## config.mk

```make
export PLATFORM = sky130hd
export DESIGN_NAME = reorder_buffer
export DESIGN_NICKNAME = d
export VERILOG_FILES = /design/src/rtl/reorder_buffer.sv
export SDC_FILE = /design/constraint.sdc
export NUM_CORES = 1
export LEC_CHECK = 0
export ABC_AREA = 1
export CORE_UTILIZATION = 25
export CTS_CLUSTER_DIAMETER = 50
export DETAILED_ROUTE_END_ITERATION = 12
export DONT_BUFFER_PORTS = 1
export REMOVE_ABC_BUFFERS = 1
export SYNTH_ARGS = -nofsm -noshare
export SYNTH_HDL_FRONTEND = slang
export SYNTH_SLANG_ARGS = --single-unit
```

## constraint.sdc

```tcl
create_clock -name clk -period 6.4 [get_ports clk]
set_clock_uncertainty 0.1 [all_clocks]
set_input_delay 0.64 -clock clk [delete_from_list [all_inputs] [get_ports clk]]
set_output_delay 0.64 -clock clk [all_outputs]
set_load 0.02 [all_outputs]
```

## src/rtl/reorder_buffer.sv

```systemverilog
// -----------------------------------------------------------------------------
// reorder_buffer
//   Circular reorder buffer that sits between dispatch and architectural state.
//   Entries are allocated at the tail (the allocated tag is ROB_Tail). The
//   common data bus marks them done. They retire strictly in order from the
//   head, at most one per cycle. When a mispredicted entry retires, the buffer
//   raises clr for one cycle with the redirect PC and is emptied on the
//   following cycle.
//
//   Ports
//     clk, rst                 clock, synchronous active-high reset
//     rdy                      low = pause: state holds, pulse outputs read 0
//     dispatch_valid/rd/name   decoded entry offered for allocation
//     success, ROB_Tail        allocation possible / tag of next allocation
//     cdb_valid/tag/value/     completion broadcast, with mispredict flag and
//       mispredict/target        corrected target PC
//     ROB_Ready/Addr/Value/Tag register-update broadcast on commit
//     store_commit, store_tag  head store retired
//     clr, redirect_pc         flush pulse and fetch redirect target
// -----------------------------------------------------------------------------
module reorder_buffer #(
  parameter int ROB_SIZE   = 16,
  parameter int ROB_WIDTH  = 4,
  parameter int DATA_WIDTH = 32
) (
  input  logic                  clk,
  input  logic                  rst,
  input  logic                  rdy,
  input  logic                  dispatch_valid,
  input  logic [DATA_WIDTH-1:0] dispatch_rd,
  input  logic [16:0]           dispatch_name,
  output logic                  success,
  output logic [ROB_WIDTH-1:0]  ROB_Tail,
  input  logic                  cdb_valid,
  input  logic [ROB_WIDTH-1:0]  cdb_tag,
  input  logic [DATA_WIDTH-1:0] cdb_value,
  input  logic                  cdb_mispredict,
  input  logic [DATA_WIDTH-1:0] cdb_target,
  output logic                  ROB_Ready,
  output logic [4:0]            ROB_Addr,
  output logic [DATA_WIDTH-1:0] ROB_Value,
  output logic [ROB_WIDTH-1:0]  ROB_Tag,
  output logic                  store_commit,
  output logic [ROB_WIDTH-1:0]  store_tag,
  output logic                  clr,
  output logic [DATA_WIDTH-1:0] redirect_pc
);

  typedef enum logic [1:0] {
    CLS_REG    = 2'd0,
    CLS_BRANCH = 2'd1,
    CLS_STORE  = 2'd2
  } rob_class_e;

  typedef struct packed {
    logic [4:0]            rd;
    rob_class_e            cls;
    logic [DATA_WIDTH-1:0] value;
    logic                  mispredict;
    logic [DATA_WIDTH-1:0] target;
  } rob_payload_t;

  localparam logic [6:0] OPC_BRANCH = 7'b1100011;
  localparam logic [6:0] OPC_STORE  = 7'b0100011;
  localparam logic [ROB_WIDTH:0] COUNT_FULL = (ROB_WIDTH+1)'(ROB_SIZE);

  // Control state
  logic [ROB_WIDTH-1:0] head_q, tail_q;
  logic [ROB_WIDTH:0]   count_q;
  logic [ROB_SIZE-1:0]  busy_q, done_q;
  logic                 ready_q, store_q, clr_q;

  // Entry payload
  rob_payload_t payload_q [ROB_SIZE];
  rob_payload_t head_entry;

  logic       full;
  logic       dispatch_accept;
  logic       cdb_accept;
  logic       commit;
  rob_class_e dispatch_class;

  // Only rd[4:0] and the opcode field carry information.
  logic unused_bits;
  assign unused_bits = ^{dispatch_rd[DATA_WIDTH-1:5], dispatch_name[9:0]};

  always_comb begin
    dispatch_class = CLS_REG;
    if (dispatch_name[16:10] == OPC_BRANCH)     dispatch_class = CLS_BRANCH;
    else if (dispatch_name[16:10] == OPC_STORE) dispatch_class = CLS_STORE;
  end

  assign head_entry = payload_q[head_q];
  assign full       = (count_q == COUNT_FULL);
  // A full buffer refuses dispatch even when the head retires in the same cycle.
  assign success    = !full && !clr_q;

  assign dispatch_accept = rdy && dispatch_valid && success;
  // The flush cycle ignores completions and commits, so younger entries
  // that are already done can never retire past a mispredict.
  assign cdb_accept      = rdy && !clr_q && cdb_valid && busy_q[cdb_tag];
  assign commit          = rdy && !clr_q && busy_q[head_q] && done_q[head_q];

  assign ROB_Tail     = tail_q;
  // Pulses are held internally across a pause and are shown only while rdy is high.
  assign ROB_Ready    = ready_q && rdy;
  assign store_commit = store_q && rdy;
  assign clr          = clr_q && rdy;

  // NOTE: the payload array has no reset; busy_q gates every read, so stale
  // contents are never observed and the storage can stay plain RAM.
  always_ff @(posedge clk) begin
    if (dispatch_accept) begin
      payload_q[tail_q].rd  <= dispatch_rd[4:0];
      payload_q[tail_q].cls <= dispatch_class;
    end
    if (cdb_accept) begin
      payload_q[cdb_tag].value      <= cdb_value;
      payload_q[cdb_tag].mispredict <= cdb_mispredict;
      payload_q[cdb_tag].target     <= cdb_target;
    end
  end

  // NOTE: non-blocking assignments throughout, so every branch below reads
  // the pre-edge state regardless of statement order.
  always_ff @(posedge clk) begin
    if (rst) begin
      head_q       <= '0;
      tail_q       <= '0;
      count_q      <= '0;
      busy_q       <= '0;
      done_q       <= '0;
      ready_q      <= 1'b0;
      store_q      <= 1'b0;
      clr_q        <= 1'b0;
      ROB_Addr     <= '0;
      ROB_Value    <= '0;
      ROB_Tag      <= '0;
      store_tag    <= '0;
      redirect_pc  <= '0;
    end else if (rdy) begin
      ready_q <= 1'b0;
      store_q <= 1'b0;
      clr_q   <= 1'b0;
      if (clr_q) begin
        head_q  <= '0;
        tail_q  <= '0;
        count_q <= '0;
        busy_q  <= '0;
        done_q  <= '0;
      end else begin
        if (dispatch_accept) begin
          busy_q[tail_q] <= 1'b1;
          done_q[tail_q] <= 1'b0;
          tail_q         <= tail_q + 1'b1;
        end
        if (cdb_accept) begin
          done_q[cdb_tag] <= 1'b1;
        end
        if (commit) begin
          busy_q[head_q] <= 1'b0;
          done_q[head_q] <= 1'b0;
          head_q         <= head_q + 1'b1;
          if (head_entry.cls == CLS_REG && head_entry.rd != 5'd0) begin
            ready_q   <= 1'b1;
            ROB_Addr  <= head_entry.rd;
            ROB_Value <= head_entry.value;
            ROB_Tag   <= head_q;
          end
          if (head_entry.cls == CLS_STORE) begin
            store_q   <= 1'b1;
            store_tag <= head_q;
          end
          if (head_entry.mispredict) begin
            clr_q       <= 1'b1;
            redirect_pc <= head_entry.target;
          end
        end
        case ({dispatch_accept, commit})
          2'b10:   count_q <= count_q + 1'b1;
          2'b01:   count_q <= count_q - 1'b1;
          default: count_q <= count_q;
        endcase
      end
    end
  end

endmodule

```

==> summary.txt, run 1 <==
Worst setup path
  – Critical Path Max Stage Delay: roughly 0.73 ns
  – Crit path to: ROB_Value[6]
  – Critical Path Source Type: register
  – Worst Path Class, Setup: reg -> reg
  – Worst path cell trace: buf_12 -> o21ai_0 -> o221ai_1 -> o21ai_0 -> nand2_1 -> nand2_1 -> nand2_4 -> nor2_4 -> nand2_4 -> clkinv_2 -> buf_4 -> nor2_1 -> nor2_1
  – Required @ worst endpoint: roughly 6.9 ns
  – Slowest-stage cell, CP: clkinv_2
  – Reg2Reg Depth: 13
  – Capture point of the worst reg-to-reg path: ROB_Value[6]
  – Critical path peak fanout: 208
  – Flop-to-flop setup slack: 1.78 ns
  – CP Capture Type: register
  – Worst path arrival time: 5.16 ns

Timing
  – Peak Freq: 0.217 GHz
  – Final period util: 0.721
  – Slew Viols, Final: 0
  – RSZ-0062 raised after global routing: no
  – Worst-margin pin slew: 1.27 ns
  – Tmin final: 4.62 ns
  – Fin Hold WS: 0.0763 ns
  – Final setup violation count: 0
  – Fin. Hold Viols: 0
  – Slew headroom: 0.151
  – Setup tns final: 0 ns

Place
  – Cells after DPL: between 6,000 and 7,000
  – Port buffer count: 0
  – Final HPWL from detailed placement: 73.5 mm
  – Area post-placement: 53,000 sq um
  – Routability cong.: 0.840

Job
  – Max-Cap Viols: 0

Logic synthesis
  – Synth Flop Type: edfxtp_1
  – Post-synth EDFFs: 1,152
  – Yosys top cell by area: edfxtp_1
  – Mean area per synthesized cell: 12.6 sq um
  – Warnings, synthesis: 0
  – Part of the Yosys area used for sequential elements: 0.741
  – Post-synth cell types: between 40 and 50
  – Mapped Cells: about 4,000
  – Share of Yosys cell area claimed by the top area cell type: 0.690
  – Ys async rst share: 0
  – Post-synthesis cell area: 50,200 sq um
  – Flops & latches, synth: 1,281
  – Area contributors post-synth: edfxtp_1 (69%), o21ai_0 (7.2%), nor2_1 (6.0%)

Routing
  – Aggregate routed wire length: 143 mm
  – Vias post-DR: 32,196
  – Final ANT Viol Nets: 0
  – Vias per inst: 4.78
  – DR WL/cell: 21.2 um
  – DRC: 0
  – DR iter-0 viols: approximately 3,000
  – Pre-Repair DR Iteration Count: 7

Die
  – Initial core utilization: 0.251
  – Top Ports: 208
  – Die Wd: roughly 450 um
  – Cell Rows: 164
  – Die Area: between 200,000 and 250,000 sq um
  – Core ar.: about 200,000 sq um
  – Height of the die: around 450 um

Final layout
  – Area Growth Syn to Fin: 15.7%
  – Multi-input gate area: 11,600 sq um
  – Final std cells w/o fill: 6,736
  – Final Net Count: between 4,000 and 5,000
  – Filler cells: 20,076
  – Post-route cell area: 58,000 sq um
  – Final core utilization: 0.291
  – Share of cells above drive strength 1: 0.0748
  – Register Area: 37,200 sq um

CTS
  – CTS buffer count: 130
  – CTS Buffer Depth: 3
  – Clock Pin Slew Worst Setup and Hold Paths: 0.06 ns
  – CTS root buf: clkbuf_16
  – Cts hold-fix bufs: between 70 and 80
  – H-tree depth: 4
  – CTS tree: yes
  – Post-CTS Resized: 0
  – # clock sinks: 1,281
  – Post-CTS setup buffers: 0
  – Worst skew pair latency: between 0.7 and 0.8 ns

Global routing
  – Antenna violations before repair: 25
  – GRT Resource Usage Total: 0.136
  – Global route total overflow: 0
  – First-pass GRT wire length: 208 mm
  – Vias in the first global route: 31,178
  – Largest net degree at the start of global routing: 261

Power
  – Pwr dens: 292 nW/um^2
  – Leak Pwr: approximately 0.019 uW
  – Worst vdd ir: 0.203 mV

Run status
  – Status: complete, no violations

Hold path
  – Tightest Hold Check Type: in -> reg
-- report_power, final --
part | switching (uW) | leakage, uW | internal, uW
Clock | 3300 | 0.00211 | 4360
Combinational | 160 | 0.00500 | 45.2
Sequential | 3.87 | 0.0114 | 9100
-- cell families after synthesis --
group                      Yosys count  synth area share
xor gates and xnor gates             1          0.000175
and+or+nand+nor                   1158            0.0909
AOI/OAI and AO/OA                 1180             0.135
adders and majority gates           10           0.00249
DFF                               1281             0.741
buffers and inverters              361            0.0298
-- through the flow --
stage,worst slack (ns),power (uW)
global placement,1.70,9350
detailed placement,1.72,9350
floorplan,-12.56,9330
global route,1.42,17400
finish,1.78,17000
CTS,1.71,17100
-- worst max-delay path: cells and delay by family, from the launching register on --
family | cells | cell delay [ns]
compound gates | 3 | 0.59
simple gates | 7 | 1.08
buf+inv | 3 | 1.76
flops | 1 | 0.66
-- how the worst min path moves through the flow --
stage          slack, ns  cells past startpoint           to       start
5_1_grt             0.08                      2  ROB_Addr[4]         rst
2_1_floorplan       0.34                      2      ready_q     ready_q
4_1_cts             0.03                      2  ROB_Addr[4]         rst
3_3_place_gp        0.35                      2      ready_q     ready_q
3_5_place_dp        0.37                      2   done_q[15]  done_q[15]
6_report            0.08                      2  ROB_Addr[4]         rst
-- cell usage in the layout (no fill, tap or decap), drive strengths merged, types with 71 or more instances in the layout --
cell	n
edfxtp	1152
nor2	809
o21ai	722
nand2	257
o22ai	183
clkbuf	159
dfxtp	129
o221ai	115
inv	99
a21oi	98
nand3	73
dlygate4sd3	71
-- registers in the layout, indices dropped and copies added (netlist names), named ones only --
signal,count
redirect_pc,32
ROB_Tag,4
done_q,16
payload_q,1152
busy_q,16
clr_q,1
store_tag,4
head_q,4
ROB_Addr,5
ready_q,1
count_q,5
store_q,1
ROB_Tail,4
ROB_Value,32
-- synth_stat cells, drive strengths merged, types with 2 or more instances --
master / instances
a211oi: 10
a21oi: 98
a221oi: 7
a31o: 11
a31oi: 2
a32o: 16
buf: 64
clkbuf: 211
clkinv: 4
dfxtp: 129
edfxtp: 1152
ha: 10
inv: 82
nand2: 257
nand3: 73
nand4: 5
nor2: 809
nor3: 8
nor4: 2
o211ai: 7
o21ai: 722
o21bai: 3
o221ai: 115
o22ai: 183
o32ai: 6
or2: 2
-- area by class of cell --
type,instances,area share
Antenna cell,2,0.0000863
Clock buffer,159,0.0595
Clock inverter,77,0.0148
Inverter,86,0.00623
Multi-Input combinational cell,2349,0.200
Sequential cell,1281,0.641
Tap cell,2656,0.0573
Timing Repair Buffer,126,0.0211
-- layer usage --
metal,global-route usage,vias up,share of wire,wire [um]
met5,0,-,0.0011,157
met4,0.0496,22,0.031,4430
met3,0.0270,266,0.062,8840
met2,0.232,1039,0.49,69900
met1,0.171,16155,0.42,59300
li1,-,14714,-,-
Power figures use the tool's default switching activity.
==> run 2, diff against run 1 <==
Clock period 6.4 ns to 4.1 ns, I/O delays scaled along.
==> summary.txt, run 2 (synthesized netlist as in run 1, its figures left out) <==
Run status
  – Status: complete, no violations

Global routing
  – GRT Resource Usage Total: 0.136
  – First-pass GRT wire length: 208 mm
  – Vias in the first global route: 31,047
  – Global route total overflow: 0
  – Largest net degree at the start of global routing: 201
  – Antenna violations before repair: 26

Final layout
  – Register Area: 37,200 sq um
  – Final std cells w/o fill: 6,778
  – Final core utilization: 0.294
  – Most frequent cells in the layout: edfxtp_1 (1,152), nor2_1 (781), o21ai_0 (717), nand2_1 (253), o22ai_1 (183)
  – Number of flip-flops in the largest register: 1,152
  – Largest registers: payload_q x1152, ROB_Value x32, redirect_pc x32
  – Most common cell after layout, fill and taps aside: edfxtp_1
  – Filler cells: 20,021
  – Most flops, register: payload_q
  – Final Net Count: 4,143
  – Area Growth Syn to Fin: 17.0%
  – Multi-input gate area: 11,600 sq um
  – Share of cells above drive strength 1: 0.0838

Place
  – Routability cong.: 0.837
  – Final HPWL from detailed placement: approximately 76 mm
  – Cells after DPL: 6,469
  – Port buffer count: 0
  – Dpl ws: ~0.93 ns

Job
  – Max-Cap Viols: 0

Hold path
  – Hold Path Depth: 4
  – WHS Endpoint: ROB_Tail[0]
  – Tightest Hold Check Type: in -> reg
  – Worst hold start: dispatch_valid

Die
  – Die Area: 202,000 sq um
  – Height of the die: between 400 and 500 um
  – Die Wd: approximately 450 um
  – Initial core utilization: 0.251
  – Core ar.: 199,000 sq um
  – Cell Rows: 164
  – Top Ports: 208

Routing
  – Final ANT Viol Nets: 0
  – DRC: 0
  – Pre-Repair DR Iteration Count: 6
  – Vias post-DR: 32,520
  – DR WL/cell: 21.1 um
  – Vias per inst: 4.80
  – Aggregate routed wire length: 143 mm
  – DR iter-0 viols: about 3,200

CTS
  – Post-CTS Resized: 0
  – CTS buffer count: 118
  – CTS root buf: clkbuf_16
  – Post-CTS setup buffers: 0
  – Worst skew pair latency: 0.75 ns
  – CTS tree: yes
  – H-tree depth: 3
  – Clock Pin Slew Worst Setup and Hold Paths: 0.07 ns
  – # clock sinks: 1,281
  – CTS Buffer Depth: 3
  – Cts hold-fix bufs: between 70 and 80

Timing
  – Fin Hold WS: 0.0300 ns
  – Slew Viols, Final: 0
  – Slew headroom: 0.231
  – Final period util: 0.857
  – Final setup violation count: 0
  – Peak Freq: 0.285 GHz
  – Tmin final: 3.51 ns
  – RSZ-0062 raised after global routing: no
  – Final setup margin: about 0.59 ns
  – Worst-margin pin slew: 1.15 ns
  – Fin. Hold Viols: 0

Power
  – Worst vdd ir: 0.358 mV
  – Leak Pwr: between 0.015 and 0.02 uW
  – Pwr dens: around 440 nW/um^2

Worst setup path
  – Worst Path Class, Setup: reg -> reg
  – Flop-to-flop setup slack: 0.59 ns
  – CP Capture Type: register
  – Critical path peak fanout: 53
  – Critical Path Source Type: register
  – Reg2Reg Depth: 13
  – Required @ worst endpoint: between 4 and 5 ns
  – Worst path arrival time: just over 4 ns
  – Capture point of the worst reg-to-reg path: ROB_Addr[4]
[run 2: per-layer routing]
metal  GRT usage  part of all wire  up-vias
met2       0.233              0.49     1119
met3      0.0282             0.068      223
li1            -                 -    14788
met1       0.171              0.41    16372
met5           0           0.00088        -
met4      0.0434             0.030       18
[run 2: stage by stage]
step	TNS, ns	total power (uW)	instance area, sq um
floorplan	-2152.79	14600	49000
global placement	0	14600	53800
detailed placement	0	14600	53800
CTS	0	26300	58700
global route	0	26800	58700
finish	0	26100	58700
[run 2: cell type report]
cell class	instances	area share
Sequential cell	1281	0.634
Multi-Input combinational cell	2349	0.198
Tap cell	2656	0.0566
Clock buffer	151	0.0546
Timing Repair Buffer	174	0.0351
Clock inverter	75	0.0159
Inverter	86	0.00616
Antenna cell	6	0.000256
[run 2: worst max-delay path, cell delays in order (launching register included)]
cell and delay, ns:
dfxtp_4 0.57, buf_4 0.54, o21ai_0 0.17, o221ai_1 0.18, o21ai_0 0.13, nand2_1 0.11
nand2_1 0.09, nand2_4 0.08, nor2_4 0.06, nand2_4 0.07, buf_4 0.50, nand2_1 0.11
a21oi_1 0.15, dlygate4sd3_1 0.56
[run 2: power by group]
| part | internal, uW | switching (uW) |
|---|---|---|
| logic | 74.2 | 248 |
| clock network | 6600 | 4960 |
| registers | 14200 | 6.37 |
[run 2: worst max path at each step]
stage / startpoint / end / slack, ns / depth (start not counted)
6_report: register / ROB_Addr[4] / 0.59 / 13
3_3_place_gp: rdy / payload_q[10][69] / 0.90 / 8
2_1_floorplan: register / ROB_Tag[3] / -14.86 / 11
5_1_grt: register / ROB_Addr[4] / 0.32 / 13
3_5_place_dp: rdy / busy_q[10] / 0.93 / 10
4_1_cts: register / ROB_Addr[4] / 0.63 / 13
==> run 3, diff against run 2 <==
Settings changed: CAP_MARGIN set to 20, MAX_ROUTING_LAYER set to met4.
==> summary.txt, run 3 (synthesized netlist as in run 1, its figures left out) <==
Run status
  – Status: complete, no violations

Timing
  – Slew Viols, Final: 0
  – Tmin final: 3.49 ns
  – Fin. Hold Viols: 0
  – Peak Freq: ~0.29 GHz
  – Final setup violation count: 0
  – Slew headroom: 0.242
  – Final period util: 0.851
  – RSZ-0062 raised after global routing: no
  – Worst-margin pin slew: 1.14 ns

Routing
  – Vias per inst: approximately 4.8
  – Vias post-DR: 32,402
  – Aggregate routed wire length: between 100 and 150 mm
  – DRC: 0
  – Final ANT Viol Nets: 0
  – DR iter-0 viols: 3,182
  – DR WL/cell: approximately 21 um
  – Pre-Repair DR Iteration Count: 5

Final layout
  – Share of cells above drive strength 1: 0.0838
  – Largest registers: payload_q x1152, ROB_Value x32, redirect_pc x32
  – Most frequent cells in the layout: edfxtp_1 (1,152), nor2_1 (781), o21ai_0 (717), nand2_1 (253), o22ai_1 (183)
  – Final core utilization: 0.294
  – Number of flip-flops in the largest register: 1,152
  – Post-route cell area: 58,700 sq um
  – Final Net Count: 4,143
  – Most flops, register: payload_q
  – Most common cell after layout, fill and taps aside: edfxtp_1
  – Area Growth Syn to Fin: 17.1%
  – Final std cells w/o fill: just under 7,000
  – Filler cells: 20,020

Global routing
  – Vias in the first global route: 31,057
  – Global route total overflow: 0
  – GRT Resource Usage Total: 0.140
  – First-pass GRT wire length: 208 mm
  – Largest net degree at the start of global routing: 201
  – Antenna violations before repair: 25

Worst setup path
  – Worst Path Class, Setup: reg -> reg
  – Critical path peak fanout: 53
  – Critical Path Max Stage Delay: roughly 0.58 ns
  – Worst path arrival time: a little over 4 ns
  – Capture point of the worst reg-to-reg path: ROB_Addr[4]
  – Flop-to-flop setup slack: 0.61 ns
  – CP Capture Type: register
  – Worst path cell trace: buf_4 -> o21ai_0 -> o221ai_1 -> o21ai_0 -> nand2_1 -> nand2_1 -> nand2_4 -> nor2_4 -> nand2_4 -> buf_4 -> nand2_1 -> a21oi_1 -> dlygate4sd3_1
  – Critical Path Source Type: register
  – Slowest-stage cell, CP: dfxtp_4
  – Required @ worst endpoint: 4.69 ns
  – Crit path top cell by count: nand2_1
  – Reg2Reg Depth: 13

Power
  – Gate power share: 0.012
  – Pwr dens: 445 nW/um^2
  – Leak Pwr: ~0.019 uW
  – Clock share of power: 0.443
  – Total power: 26,100 uW
  – Worst vdd ir: 0.357 mV
  – Internal power: 20,900 uW
  – Switching Fraction: 0.200
  – Sw power: 5220 uW
  – Register share of total power: 0.544

Die
  – Height of the die: 450 um
  – Cell Rows: about 160
  – Core ar.: 199,000 sq um
  – Die Wd: 450 um
  – Top Ports: 208
  – Die Area: 202,000 sq um
  – Initial core utilization: 0.251

CTS
  – H-tree depth: 3
  – Post-CTS Resized: 0
  – Clock Pin Slew Worst Setup and Hold Paths: 0.07 ns
  – CTS Buffer Depth: 3
  – CTS buffer count: 118
  – CTS tree: yes
  – Worst skew pair latency: 0.75 ns
  – CTS root buf: clkbuf_16
  – Post-CTS setup buffers: 0
  – # clock sinks: 1,281

Place
  – Cells after DPL: roughly 6,500
  – Area post-placement: around 54,000 sq um
  – Final HPWL from detailed placement: 75.9 mm
  – Routability cong.: 0.850
  – Port buffer count: 0

Job
  – Max-Cap Viols: 0

Hold path
  – Worst hold start: dispatch_valid
  – Hold Path Depth: 4
  – WHS Endpoint: ROB_Tail[0]
  – Tightest Hold Check Type: in -> reg
## run 3: timing repair
| action | 4_1_cts | 5_1_grt |
|---|---|---|
| setup endpoints to repair | 0 | 0 |
| hold buffers | 77 | 0 |
| hold endpoints to repair | 1190 | 0 |
## run 3: power groups by stage
stage	clock network [uW]	logic, uW	registers (uW)
floorplan	0	62.2	14500
global placement	0	100	14500
detailed placement	0	101	14500
CTS	11800	321	14200
global route	12200	350	14200
finish	11600	321	14200
## run 3: critical path: cells and delay by family (launching register included)
kind,cells,cell delay (ns)
AND/OR/NAND/NOR,6,0.51
AO/OA/AOI/OAI,4,0.62
flip-flops,1,0.58
buffers and inverters,3,1.59
## run 3: worst max path at each step
| stage | endpoint | slack [ns] | cells past startpoint |
|---|---|---|---|
| finish | ROB_Addr[4] | 0.61 | 13 |
| global route | ROB_Addr[4] | 0.32 | 13 |
| CTS | ROB_Addr[4] | 0.63 | 13 |
| detailed placement | busy_q[10] | 0.93 | 10 |
| global placement | payload_q[10][69] | 0.90 | 8 |
| floorplan | ROB_Tag[3] | -14.86 | 11 |
## run 3: cell type report
| cell class | instances | area, sq um | share of cell area |
|---|---|---|---|
| antenna | 14 | 35.0 | 0.000597 |
| clock buffer | 151 | 3210 | 0.0546 |
| clock inverter | 75 | 932 | 0.0159 |
| inverter | 86 | 362 | 0.00616 |
| multi-input combinational | 2349 | 11600 | 0.198 |
| sequential | 1281 | 37200 | 0.633 |
| tap | 2656 | 3320 | 0.0566 |
| timing repair buffer | 174 | 2060 | 0.0351 |
## run 3: per-stage QoR
stage | setup WS, ns | hold slack [ns] | setup TNS [ns]
floorplan | -14.86 | 0.339 | -2152.79
global placement | 0.903 | 0.358 | 0
detailed placement | 0.926 | 0.358 | 0
CTS | 0.629 | 0.00958 | 0
global route | 0.321 | 0.0262 | 0
finish | 0.613 | 0.0277 | 0
## run 3: routing by layer
layer,part of all wire,GRT usage,vias up
li1,-,-,14800
met1,0.41,0.171,16346
met2,0.49,0.233,1053
met3,0.066,0.0280,203
met4,0.027,0.0432,0
met5,0,-,-
